--- src/rtl/score_bcd_formatter.sv ---
// Binary score to BCD digits via iterative double-dabble, with a frame-synchronous
// double buffer so the displayed digits and blank mask only change on frame_in.
module score_bcd_formatter #(
  parameter int SCORE_W    = 14,
  parameter int NUM_DIGITS = 4
) (
  input  logic                    pixel_clk_in,
  input  logic                    rst_in,
  input  logic [SCORE_W-1:0]      score_in,
  input  logic                    start_in,
  input  logic                    frame_in,
  output logic                    busy_out,
  output logic                    done_out,
  output logic [4*NUM_DIGITS-1:0] digits_out,
  output logic [NUM_DIGITS-1:0]   blank_out
);

  localparam int BCD_W = 4 * NUM_DIGITS;
  localparam int CNT_W = $clog2(SCORE_W + 1);

  function automatic logic [63:0] pow10(input int n);
    logic [63:0] p;
    p = 64'd1;
    for (int i = 0; i < n; i++) p = p * 64'd10;
    return p;
  endfunction

  localparam logic [63:0]           MAX_VAL   = pow10(NUM_DIGITS) - 64'd1;
  localparam logic [CNT_W-1:0]      LAST_CNT  = CNT_W'(SCORE_W - 1);
  localparam logic [NUM_DIGITS-1:0] BLANK_RST = ~NUM_DIGITS'(1);

  // Clamp before conversion so the BCD accumulator never needs an extra digit.
  function automatic logic [SCORE_W-1:0] saturate(input logic [SCORE_W-1:0] s);
    if (64'(s) > MAX_VAL) return SCORE_W'(MAX_VAL);
    return s;
  endfunction

  function automatic logic [BCD_W-1:0] add3(input logic [BCD_W-1:0] bcd);
    logic [BCD_W-1:0] r;
    r = bcd;
    for (int i = 0; i < NUM_DIGITS; i++)
      if (bcd[4*i +: 4] >= 4'd5) r[4*i +: 4] = bcd[4*i +: 4] + 4'd3;
    return r;
  endfunction

  function automatic logic [NUM_DIGITS-1:0] blank_mask(input logic [BCD_W-1:0] bcd);
    logic [NUM_DIGITS-1:0] m;
    logic                  zero_above;
    m          = '0;
    zero_above = 1'b1;
    for (int i = NUM_DIGITS - 1; i >= 1; i--) begin
      zero_above = zero_above & (bcd[4*i +: 4] == 4'd0);
      m[i]       = zero_above;
    end
    return m;
  endfunction

  typedef enum logic [1:0] {IDLE, SHIFT, DONE} state_t;

  state_t                   state, state_n;
  logic [CNT_W-1:0]         cnt, cnt_n;
  logic [SCORE_W-1:0]       bin_sr;
  logic [BCD_W-1:0]         bcd_sr;
  logic [BCD_W+SCORE_W-1:0] shift_cat;
  logic [BCD_W-1:0]         pend_digits;
  logic [NUM_DIGITS-1:0]    pend_blank;
  logic                     pend_vld;

  assign shift_cat = {add3(bcd_sr), bin_sr} << 1;
  assign busy_out  = (state != IDLE);

  always_ff @(posedge pixel_clk_in or posedge rst_in) begin
    if (rst_in) begin
      state <= IDLE;
      cnt   <= '0;
    end else begin
      state <= state_n;
      cnt   <= cnt_n;
    end
  end

  always_comb begin
    state_n = state;
    cnt_n   = cnt;
    case (state)
      IDLE: if (start_in) begin
        state_n = SHIFT;
        cnt_n   = '0;
      end
      SHIFT: begin
        cnt_n = cnt + CNT_W'(1);
        if (cnt == LAST_CNT) state_n = DONE;
      end
      DONE:    state_n = IDLE;
      default: state_n = IDLE;
    endcase
  end

  // Conversion datapath; an aborted conversion is simply reloaded on the next start.
  always_ff @(posedge pixel_clk_in) begin
    if (state == IDLE && start_in) begin
      bin_sr <= saturate(score_in);
      bcd_sr <= '0;
    end else if (state == SHIFT) begin
      {bcd_sr, bin_sr} <= shift_cat;
    end
  end

  always_ff @(posedge pixel_clk_in) begin
    if (state == DONE) begin
      pend_digits <= bcd_sr;
      pend_blank  <= blank_mask(bcd_sr);
    end
  end

  // A result completing on a frame edge goes straight to the display.
  always_ff @(posedge pixel_clk_in or posedge rst_in) begin
    if (rst_in) begin
      done_out   <= 1'b0;
      pend_vld   <= 1'b0;
      digits_out <= '0;
      blank_out  <= BLANK_RST;
    end else begin
      done_out <= (state == DONE);
      if (state == DONE) begin
        if (frame_in) begin
          digits_out <= bcd_sr;
          blank_out  <= blank_mask(bcd_sr);
          pend_vld   <= 1'b0;
        end else begin
          pend_vld <= 1'b1;
        end
      end else if (frame_in && pend_vld) begin
        digits_out <= pend_digits;
        blank_out  <= pend_blank;
        pend_vld   <= 1'b0;
      end
    end
  end

endmodule

--- config.mk ---
export PLATFORM = sky130hd
export DESIGN_NAME = score_bcd_formatter
export DESIGN_NICKNAME = d
export VERILOG_FILES = /design/src/rtl/score_bcd_formatter.sv
export SDC_FILE = /design/constraint.sdc
export NUM_CORES = 1
export LEC_CHECK = 0
export ABC_AREA = 1
export CORE_MARGIN = 2
export CORE_UTILIZATION = 60
export DETAILED_ROUTE_END_ITERATION = 10
export PLACE_DENSITY = 0.83
export REMOVE_ABC_BUFFERS = 1
export SLEW_MARGIN = 40
export SYNTH_ARGS = -nofsm -noshare
export SYNTH_HDL_FRONTEND = slang
export SYNTH_SLANG_ARGS = --single-unit
--- constraint.sdc ---
create_clock -name pixel_clk_in -period 3 [get_ports pixel_clk_in]
set_input_delay 0.75 -clock pixel_clk_in [delete_from_list [all_inputs] [get_ports pixel_clk_in]]
set_output_delay 0.75 -clock pixel_clk_in [all_outputs]
set_load 0.005 [all_outputs]
### Word-level counts from Yosys, hierarchy flattened

Cells that the tools add are included.

| cells by class | value |
|---|---|
| bitwise gates (word level) | 2 |
| magnitude comparators | 5 |
| mux-type cells | 24 |
| add/sub/neg operators | 5 |
| reduce and logical (&&, ||, !) cells | 13 |
| equal/unequal tests | 6 |

Operator list:

| cell | number |
|---|---|
| 14-bit 2-to-1 mux | 4 |
| 16-bit 2-to-1 mux | 3 |
| 4-bit 2-to-1 mux | 7 |
| 4-bit by 3-bit >= comparator with 1-bit output (second input constant) | 4 |
| 14-bit > comparator (second input constant) | 1 |
| 4-bit by 2-bit adder with 4-bit output (second input constant) | 3 |
| 4-bit zero test | 3 |
| 4-bit case mux with 2 select lines | 1 |
| 2-bit nonzero test | 4 |
| 2-bit != test (second input constant) | 3 |
| 2-bit AND reduction | 3 |
| 1-bit 2-to-1 mux | 5 |
| 4-bit by 1-bit adder with 4-bit output (second input constant) | 1 |
| 4-bit equality test (second input constant) | 1 |
| 2-bit 2-to-1 mux | 2 |
| 2-bit case mux with 2 select lines | 1 |
| 3-bit by 2-bit adder with 3-bit output (second input constant) | 1 |
| 3-bit 2-to-1 mux | 1 |
| 1-bit bitwise AND | 2 |
| 2-bit by 1-bit equality test with 1-bit output (second input constant) | 1 |
| 2-bit equality test (second input constant) | 1 |
| 1-bit logical AND | 2 |
| 2-bit zero test | 1 |

| storage, ports and cells | value |
|---|---|
| output and inout port bits | 22 |
| bits in registers | 77 |
| input port bits | 18 |
| word-level logic and storage cells | 65 |

### Logic depth before layout (Yosys ltp)

Gate-level depths: netlist (run 1).

| logic depth | value |
|---|---|
| depth after elaboration | 5 |
| depth in mapped cells | 8 |
| mapped depth without buffers | 8 |

### Worst setup path after synthesis (run 1)

OpenSTA, ideal clock, no wires.

| timing | value |
|---|---|
| path type | input -> register |
| start | in start_in |
| end | reg bin_sr[4] (data pin) |
| stages | 6 |
| arrival | 1290 ps |
| slack | 1458 ps |
| library setup time | 252 ps |
| required time | 2748 ps |
| path through | nand3_1 > buf_4 > buf_2 > nor2_1 > nand2_1 > nand2_1 |

| between the ends | value |
|---|---|
| cells in the longest elaborated chain, start to end | 2 |

RTL lines:

| element | RTL line | text |
|---|---|---|
| start, declared | 10 | `input logic start_in,` |
| 1-bit logical AND | 101 | `if (state == IDLE && start_in) begin` |
| 14-bit 2-to-1 mux | 101 |  |
| end signal, assigned | 102 | `bin_sr <= saturate(score_in);` |
| end signal, assigned | 105 | `{bcd_sr, bin_sr} <= shift_cat;` |
| end, declared | 62 | `logic [SCORE_W-1:0] bin_sr;` |

No other way between the ends.
A chain may end at the register's enable or synchronous reset.

### Final worst setup path (run 1)

| timing | value |
|---|---|
| start | reg state[1] |
| end | out busy_out |

| between the ends | value |
|---|---|
| cells in the longest elaborated chain, start to end | 1 |

RTL lines:

| element | RTL line | text |
|---|---|---|
| start, declared | 60 | `state_t state, state_n;` |
| start signal, assigned | 77 | `state <= state_n;` |
| 2-bit nonzero test | 70 | `assign busy_out = (state != IDLE);` |
| end, declared | 12 | `output logic busy_out,` |

No other way between the ends.

==> flow_metrics.env, run 1 <==
export IMPL_initial_core_util_pct=62.5
export IMPL_clock_sinks=76
export IMPL_start_kind="flop"
export IMPL_drt_iter0_markers=160
export IMPL_required_ns=2.25
export IMPL_path_class="flop to output port"
export IMPL_p_leak_nw=1.82
export IMPL_post_route_period_util_pct=71.8
export IMPL_grt_pass1_wl_mm=10.9
export IMPL_antenna_found_initial=0
export IMPL_stdcell_count=497
export IMPL_grt_total_usage_pct=22.3
export IMPL_htree_levels=3
export IMPL_status="finished, final reports clean"
export IMPL_cts_buffers=9
export IMPL_peakVddDrop_mv=0.580
export IMPL_ys_warn_count=0
export IMPL_slew_headroom_pct=59.4
export IMPL_gp_congestion=0.779
export IMPL_wl_per_cell_um=13.2
export IMPL_netlist_area_um2=3490
export IMPL_grtUsageMet2_pct=37.8
export IMPL_die_w_um=80.2
export IMPL_min_period_ns=2.15
export IMPL_clk_path_buf_depth=2
export IMPL_multi_input_area_um2=1280
export IMPL_final_setup_viol_count=0
export IMPL_ant_nets=0
export IMPL_synth_seq_cells=76
export IMPL_fin_skew_ns=0.00534
export IMPL_pre_cts_slack_ns=0.740
export IMPL_worst_setup_path_end_kind="output port"
export IMPL_busiest_layer="met2"
export IMPL_drv_cap=0
export IMPL_yosysSeqAreaShare_pct=57.1
export IMPL_min_path_type="flop to flop"
export IMPL_coreArea_um2=5570
export IMPL_synth_avg_cell_area_um2=9.15
export IMPL_fill_cells=432
export IMPL_die_y_um=80.2
export IMPL_diodes=0
export IMPL_clk_insertion_delay_late_ns=0.35
export IMPL_die_area_um2=6440
export IMPL_cts_resized=0
export IMPL_met1_usage_pct=27.0
export IMPL_register_area_um2=1990
export IMPL_gr_total_overflow=0
export IMPL_final_util_pct=73.0
export IMPL_drc=0
export IMPL_layout_drive_gt1_share_pct=7.76
export IMPL_drv_slew=0
export IMPL_met3_usage_pct=3.71
export IMPL_tightestPinTransition_ns=0.608
export IMPL_synthToLayoutAreaGrowth_pct=16.7
export IMPL_synth_cell_types=29
export IMPL_cts_tree="done"
export IMPL_rsz0062_at_grt="false"
export IMPL_arrival_ns=1.40
export IMPL_dp_hpwl_mm=4.51
export IMPL_postCtsHoldBufs=0
export IMPL_nNetsFinal=450
export IMPL_fin_ws_ns=0.847
export IMPL_ios=40
export IMPL_hold_violations=0
export IMPL_row_count=27
export IMPL_crit_fanout=3
export IMPL_post_cts_buffers=0
export IMPL_vias=2680
export IMPL_clock_fmax_ghz=0.464
export IMPL_drt_wl_total_mm=6.55
export IMPL_via_per_inst=5.39
export IMPL_synthCells=381
export IMPL_grt_start_max_net_pins=32
export IMPL_root_buffer="clkbuf_8"
export IMPL_final_setup_tns_ns=0
export IMPL_clk_pin_slew_worst_paths_ns=0.07
export IMPL_post_place_cells=481
export IMPL_dr_pass1_iters=7
export IMPL_grt_pass1_vias=2517
export IMPL_powerDensity_nw_per_um2=942
export IMPL_portBuffers=38
[per-stage QoR]
step | area (um2) | hold slack (ns) | total power [mW]
2_1_floorplan | 3390 | 0.422 | 2.61
3_3_place_gp | 3900 | 0.425 | 3.09
3_5_place_dp | 3900 | 0.441 | 3.17
4_1_cts | 4060 | 0.462 | 3.84
5_1_grt | 4070 | 0.475 | 4.11
6_report | 4070 | 0.460 | 3.83
[flip-flops by register name (all words and copies together), names as in the netlist]
name	cells
done_out	1
blank_out	3
state	2
digits_out	16
pend_vld	1
pend_digits	16
bin_sr	14
bcd_sr	16
pend_blank	3
cnt	4
[report_power, final]
| group | internal [mW] | switching (mW) |
|---|---|---|
| registers | 1.54 | 0.241 |
| logic | 0.619 | 0.782 |
| clock network | 0.292 | 0.361 |
| total | 2.45 | 1.38 |
[Yosys cell counts, drive strengths merged]
master,instances,area [um2]
a21oi,13,65.1
dfxtp,16,320
dfstp,3,78.8
dfrtp,24,601
nand2,119,449
nand3,24,120
clkbuf,1,3.75
or2,2,12.5
nor2,39,154
nand4,1,6.26
buf,14,95.1
a22o,2,17.5
o21ai,19,98.8
a21boi,1,18.8
inv,35,131
o211ai,17,128
xor2,3,26.3
conb,1,3.75
edfxtp,33,991
xnor2,1,8.76
ha,12,150
o22ai,1,6.26
[worst paths after layout]
kind,cells past startpoint,start,slack (ns),endpoint
hold / removal,0,bcd_sr[15],0.46,pend_digits[15]
max in group asynchronous,3,rst_in,1.59,blank_out[3]
setup / recovery,3,state[1],0.85,busy_out
hold reg to reg,0,bcd_sr[15],0.46,pend_digits[15]
min in group asynchronous,2,rst_in,0.74,digits_out[1]
setup reg to reg,6,state[1],1.19,digits_out[9]
[routing by layer]
layer  vias up  wire (um)
li1       1320          -
met1      1275       2830
met2        74       3290
met3        11        311
met4         0        121
met5         -          0
[worst max-delay path, stage by stage, from the launching register on]
cell	delay (ns)
dfrtp_1	0.42
inv_2	0.08
nand2_1	0.06
clkdlybuf4s50_1	0.50
[cell families (layout without fill, tap and decap cells)]
family,after synthesis,after routing,synth area share (%)
other,1,1,0.108
and+or+nand+nor,185,185,21.3
buffers and inverters,50,94,6.60
adders and majority gates,12,12,4.31
xor gates and xnor gates,4,4,1.01
DFF,76,76,57.1
AOI/OAI and AO/OA,53,53,9.58
[cell type report]
type,count,share of cell area [%]
multi-input combinational,255,31.4
clock inverter,6,0.769
clock buffer,10,3.14
timing repair buffer,43,10.3
inverter,35,3.23
tap,72,2.22
sequential,76,49.0
[layout by cell type, fill, tap and decap left out, types with 2 or more instances in the layout]
master and n:
o21ai_0 17, clkinv_1 2, a22o_1 2, o211ai_1 17, dfstp_2 3, nand3_1 24
inv_2 4, nor2_2 2, clkinv_2 3, dfxtp_1 16, ha_1 12, a21oi_1 13
edfxtp_1 33, buf_4 5, dfrtp_1 24, or2_2 2, clkdlybuf4s50_1 38, inv_1 31
nor2_1 36, xor2_1 3, clkbuf_8 9, nand2_1 118
Power figures use the tool's default switching activity.
==> run 2: changes to the inputs <==
Settings changed: CORE_UTILIZATION 60 to 56, PLACE_DENSITY 0.83 to 0.78.
Clock period 3 ns to 2.2 ns, I/O delays scaled along.
==> flow_metrics.env, run 2 (same netlist as run 1, synthesis figures left out) <==
export IMPL_antenna_found_initial=0
export IMPL_cts_tree="done"
export IMPL_vias=2581
export IMPL_drt_iter0_markers=133
export IMPL_root_buffer="clkbuf_8"
export IMPL_grt_total_usage_pct=20.3
export IMPL_gp_congestion=0.810
export IMPL_row_count=28
export IMPL_dp_hpwl_mm=4.25
export IMPL_portBuffers=38
export IMPL_post_cts_buffers=0
export IMPL_drv_cap=0
export IMPL_die_area_um2=6870
export IMPL_whs_ns=0.456
export IMPL_post_route_period_util_pct=87.8
export IMPL_final_common_cell="nand2_1"
export IMPL_fin_skew_ns=0.0104
export IMPL_top_layer_used="met4"
export IMPL_clock_fmax_ghz=0.518
export IMPL_nNetsFinal=450
export IMPL_clk_pin_slew_worst_paths_ns=0.07
export IMPL_ios=40
export IMPL_stdcell_count=500
export IMPL_reg_top3="bcd_sr: 16 flops, digits_out: 16 flops, pend_digits: 16 flops"
export IMPL_grt_start_max_net_pins=57
export IMPL_grt_pass1_vias=2551
export IMPL_layout_drive_gt1_share_pct=8.00
export IMPL_clk_insertion_delay_late_ns=0.35
export IMPL_drt_wl_total_mm=6.29
export IMPL_mostFrequentLayoutCells="nand2_1, clkdlybuf4s50_1, nor2_1"
export IMPL_path_class="flop to output port"
export IMPL_via_per_inst=5.16
export IMPL_min_period_ns=1.93
export IMPL_min_path_type="flop to flop"
export IMPL_cts_buffers=9
export IMPL_die_y_um=82.9
export IMPL_coreArea_um2=5960
export IMPL_final_setup_viol_count=0
export IMPL_status="finished, final reports clean"
export IMPL_start_kind="flop"
export IMPL_diodes=0
export IMPL_arrival_ns=1.38
export IMPL_ant_nets=0
export IMPL_initial_core_util_pct=58.5
export IMPL_gr_total_overflow=0
export IMPL_cts_resized=0
export IMPL_p_leak_nw=1.84
export IMPL_route_met3_wl_um=213
export IMPL_postCtsHoldBufs=0
export IMPL_required_ns=1.65
export IMPL_hold_violations=0
export IMPL_powerDensity_nw_per_um2=1310
export IMPL_grt_pass1_wl_mm=11.4
export IMPL_worst_setup_path_end_kind="output port"
export IMPL_die_w_um=82.9
export IMPL_drc=0
export IMPL_peakVddDrop_mv=0.673
export IMPL_drv_slew=0
export IMPL_slew_headroom_pct=62.1
export IMPL_clock_sinks=76
export IMPL_htree_levels=3
export IMPL_dr_pass1_iters=4
export IMPL_post_place_cells=484
export IMPL_clk_path_buf_depth=2
export IMPL_synthToLayoutAreaGrowth_pct=18.3
export IMPL_crit_fanout=4
export IMPL_routed_wl_met2_mm=3.00
export IMPL_wl_met1_mm=2.94
export IMPL_rsz0062_at_grt="false"
export IMPL_tightestPinTransition_ns=0.566
export IMPL_wl_per_cell_um=12.6
[run 2: cell types whose count changed in the layout (fill, tap and decap cells not counted)]
| cell | delta |
|---|---|
| clkinv_2 | -2 |
| clkbuf_16 | +1 |
| clkbuf_8 | +1 |
| clkbuf_1 | +1 |
| clkinv_4 | -1 |
| clkinvlp_4 | +1 |
| clkinv_1 | -2 |
| bufinv_16 | +1 |
[run 2: final cells by class]
cell class              count  area (um2)
fillers                   471        1830
clock inverters             3        42.5
flip-flops and latches     76        1990
clock buffers              13         170
well taps                  75        93.8
repair buffers             43         418
inverters                  35         131
multi-input cells         255        1280
[run 2: path summary, 6_finish.rpt]
path / startpoint / endpoint / slack, ns / cells past startpoint
min: bin_sr[13] / bcd_sr[0] / 0.46 / 2
max reg2reg: state[0] / bin_sr[0] / 0.64 / 5
max: state[0] / busy_out / 0.27 / 3
min in group asynchronous: rst_in / done_out / 0.57 / 3
min reg2reg: bin_sr[13] / bcd_sr[0] / 0.46 / 2
max in group asynchronous: rst_in / blank_out[3] / 1.31 / 3
[run 2: critical path, stage by stage (launching register included)]
cell and delay [ns]:
dfrtp_1 0.40, inv_2 0.08, nand2_1 0.06, clkdlybuf4s50_1 0.49
[run 2: metrics by stage]
step	TNS (ns)	util, %	power [mW]	cell area [um2]	setup WS (ns)
finish	0	69.2	5.40	4120	0.269
global route	0	69.2	5.84	4120	0.205
CTS	0	69.1	5.43	4120	0.252
detailed placement	0	65.5	4.31	3900	0.131
global placement	0	65.5	4.22	3900	0.154
floorplan	-3.85	-	3.55	3390	-0.231
[run 2: per-layer routing]
| metal | global-route usage [%] | vias up |
|---|---|---|
| li1 | - | 1323 |
| met1 | 26.4 | 1196 |
| met2 | 33.0 | 49 |
| met3 | 3.68 | 13 |
| met4 | 9.99 | 0 |
| met5 | 0 | - |
[run 2: where the power goes]
group / internal [mW] / switching, mW
Clock: 0.623 / 0.485
Sequential: 2.09 / 0.320
Combinational: 0.839 / 1.03
Total: 3.56 / 1.84
==> run 3: changes to the inputs <==
Settings changed: CELL_PAD_IN_SITES_DETAIL_PLACEMENT set to 1, CELL_PAD_IN_SITES_GLOBAL_PLACEMENT set to 2, CORE_MARGIN 2 to 1.5, CORE_UTILIZATION 56 to 34, PLACE_DENSITY 0.78 to 0.76, SLEW_MARGIN 40 to unset.
==> flow_metrics.env, run 3 (same netlist as run 1, synthesis figures left out) <==
export IMPL_post_route_period_util_pct=89.4
export IMPL_crit_reg2reg_capture="digits_out[6]"
export IMPL_gp_congestion=0.749
export IMPL_wl_per_cell_um=13.5
export IMPL_dr_pass1_iters=4
export IMPL_fin_skew_ns=0.0104
export IMPL_initial_core_util_pct=35.3
export IMPL_holdPathEnd="bcd_sr[0]"
export IMPL_min_period_ns=1.97
export IMPL_die_area_um2=10900
export IMPL_status="finished, final reports clean"
export IMPL_hold_violations=0
export IMPL_r2r_slack_ns=0.56
export IMPL_htree_levels=3
export IMPL_powerDensity_nw_per_um2=1280
export IMPL_gr_total_overflow=0
export IMPL_drc=0
export IMPL_clk_path_buf_depth=2
export IMPL_final_common_cell="nand2_1"
export IMPL_arrival_ns=1.42
export IMPL_row_count=36
export IMPL_worst_setup_path_end_kind="output port"
export IMPL_dp_hpwl_mm=5.13
export IMPL_vias=2607
export IMPL_clk_insertion_delay_late_ns=0.36
export IMPL_drt_wl_total_mm=7.57
export IMPL_pre_cts_slack_ns=0.203
export IMPL_reg_top3="bcd_sr: 16 flops, digits_out: 16 flops, pend_digits: 16 flops"
export IMPL_clock_fmax_ghz=0.508
export IMPL_ios=40
export IMPL_drv_slew=0
export IMPL_diodes=0
export IMPL_path_class="flop to output port"
export IMPL_drv_cap=0
export IMPL_grt_pass1_vias=2588
export IMPL_synthToLayoutAreaGrowth_pct=19.7
export IMPL_rr_worst_depth=5
export IMPL_cts_tree="done"
export IMPL_drt_iter0_markers=52
export IMPL_grt_start_max_net_pins=57
export IMPL_p_leak_nw=1.83
export IMPL_final_setup_viol_count=0
export IMPL_clk_pin_slew_worst_paths_ns=0.08
export IMPL_cts_buffers=9
export IMPL_cts_resized=0
export IMPL_root_buffer="clkbuf_8"
export IMPL_mostFrequentLayoutCells="nand2_1, clkdlybuf4s50_1, nor2_1"
export IMPL_rsz0062_at_grt="false"
export IMPL_hold_start="bin_sr[13]"
export IMPL_peakVddDrop_mv=0.320
export IMPL_die_y_um=104
export IMPL_post_place_cells=544
export IMPL_min_path_type="flop to flop"
export IMPL_start_kind="flop"
export IMPL_final_util_pct=42.3
export IMPL_crit_fanout=4
export IMPL_via_per_inst=4.66
export IMPL_min_path_cells=2
export IMPL_portBuffers=38
export IMPL_grt_total_usage_pct=15.4
export IMPL_stdcell_count=560
export IMPL_layout_drive_gt1_share_pct=7.96
export IMPL_nNetsFinal=452
export IMPL_r2r_start="state[1]"
export IMPL_required_ns=1.65
export IMPL_tightestPinTransition_ns=0.997
export IMPL_coreArea_um2=9860
export IMPL_fin_ws_ns=0.232
export IMPL_antenna_found_initial=0
export IMPL_post_cts_buffers=0
export IMPL_postCtsHoldBufs=0
export IMPL_slew_headroom_pct=33.5
export IMPL_clock_sinks=76
export IMPL_ant_nets=0
export IMPL_die_w_um=104
export IMPL_grt_pass1_wl_mm=13.2
## run 3: changes by cell type in the layout (fill, tap and decap cells not counted)
cell	change
o21ai_4	-1
buf_4	+2
clkbuf_1	+2
o21ai_2	+1
clkinvlp_4	-1
bufinv_16	-1
## run 3: report_power, final
group | total, mW | internal [mW] | switching [mW] | leakage (nW)
registers | 2.42 | 2.09 | 0.322 | 0.785
clock network | 1.01 | 0.510 | 0.500 | 0.0929
logic | 1.93 | 0.851 | 1.07 | 0.956
total | 5.35 | 3.46 | 1.90 | 1.83
## run 3: through the flow
stage	setup TNS, ns	hold WS, ns	area [um2]	power, mW
floorplan	-3.85	0.422	3390	3.55
global placement	0	0.447	3990	4.32
detailed placement	0	0.450	3990	4.41
CTS	0	0.470	4170	5.45
global route	0	0.490	4170	5.83
finish	0	0.462	4170	5.35
## run 3: final cells by class
type                    instances  area (um2)
inverters                      35         131
flip-flops and latches         76        1990
clock buffers                  15         178
well taps                     133         166
multi-input cells             255        1270
clock inverters                 1        5.00
repair buffers                 45         433
fillers                      1159        5690
## run 3: how the worst max path moves through the flow
| stage | from | endpoint | slack, ns | cells past startpoint |
|---|---|---|---|---|
| 5_1_grt | state[1] | busy_out | 0.17 | 3 |
| 3_3_place_gp | start_in | bin_sr[0] | 0.23 | 5 |
| 4_1_cts | state[0] | busy_out | 0.21 | 3 |
| 6_report | state[0] | busy_out | 0.23 | 3 |
| 2_1_floorplan | state[1] | blank_out[1] | -0.23 | 6 |
| 3_5_place_dp | start_in | bin_sr[1] | 0.20 | 5 |
## run 3: routing by layer
metal	part of all wire, %	track usage, %
met1	50	20.2
met2	45	24.4
met3	2.9	3.20
met4	1.9	7.14
met5	0	0
## run 3: worst max-delay path, cell delays in order (launching register included)
cell and delay, ns:
dfrtp_1 0.41, inv_2 0.08, nand2_1 0.09, clkdlybuf4s50_1 0.50
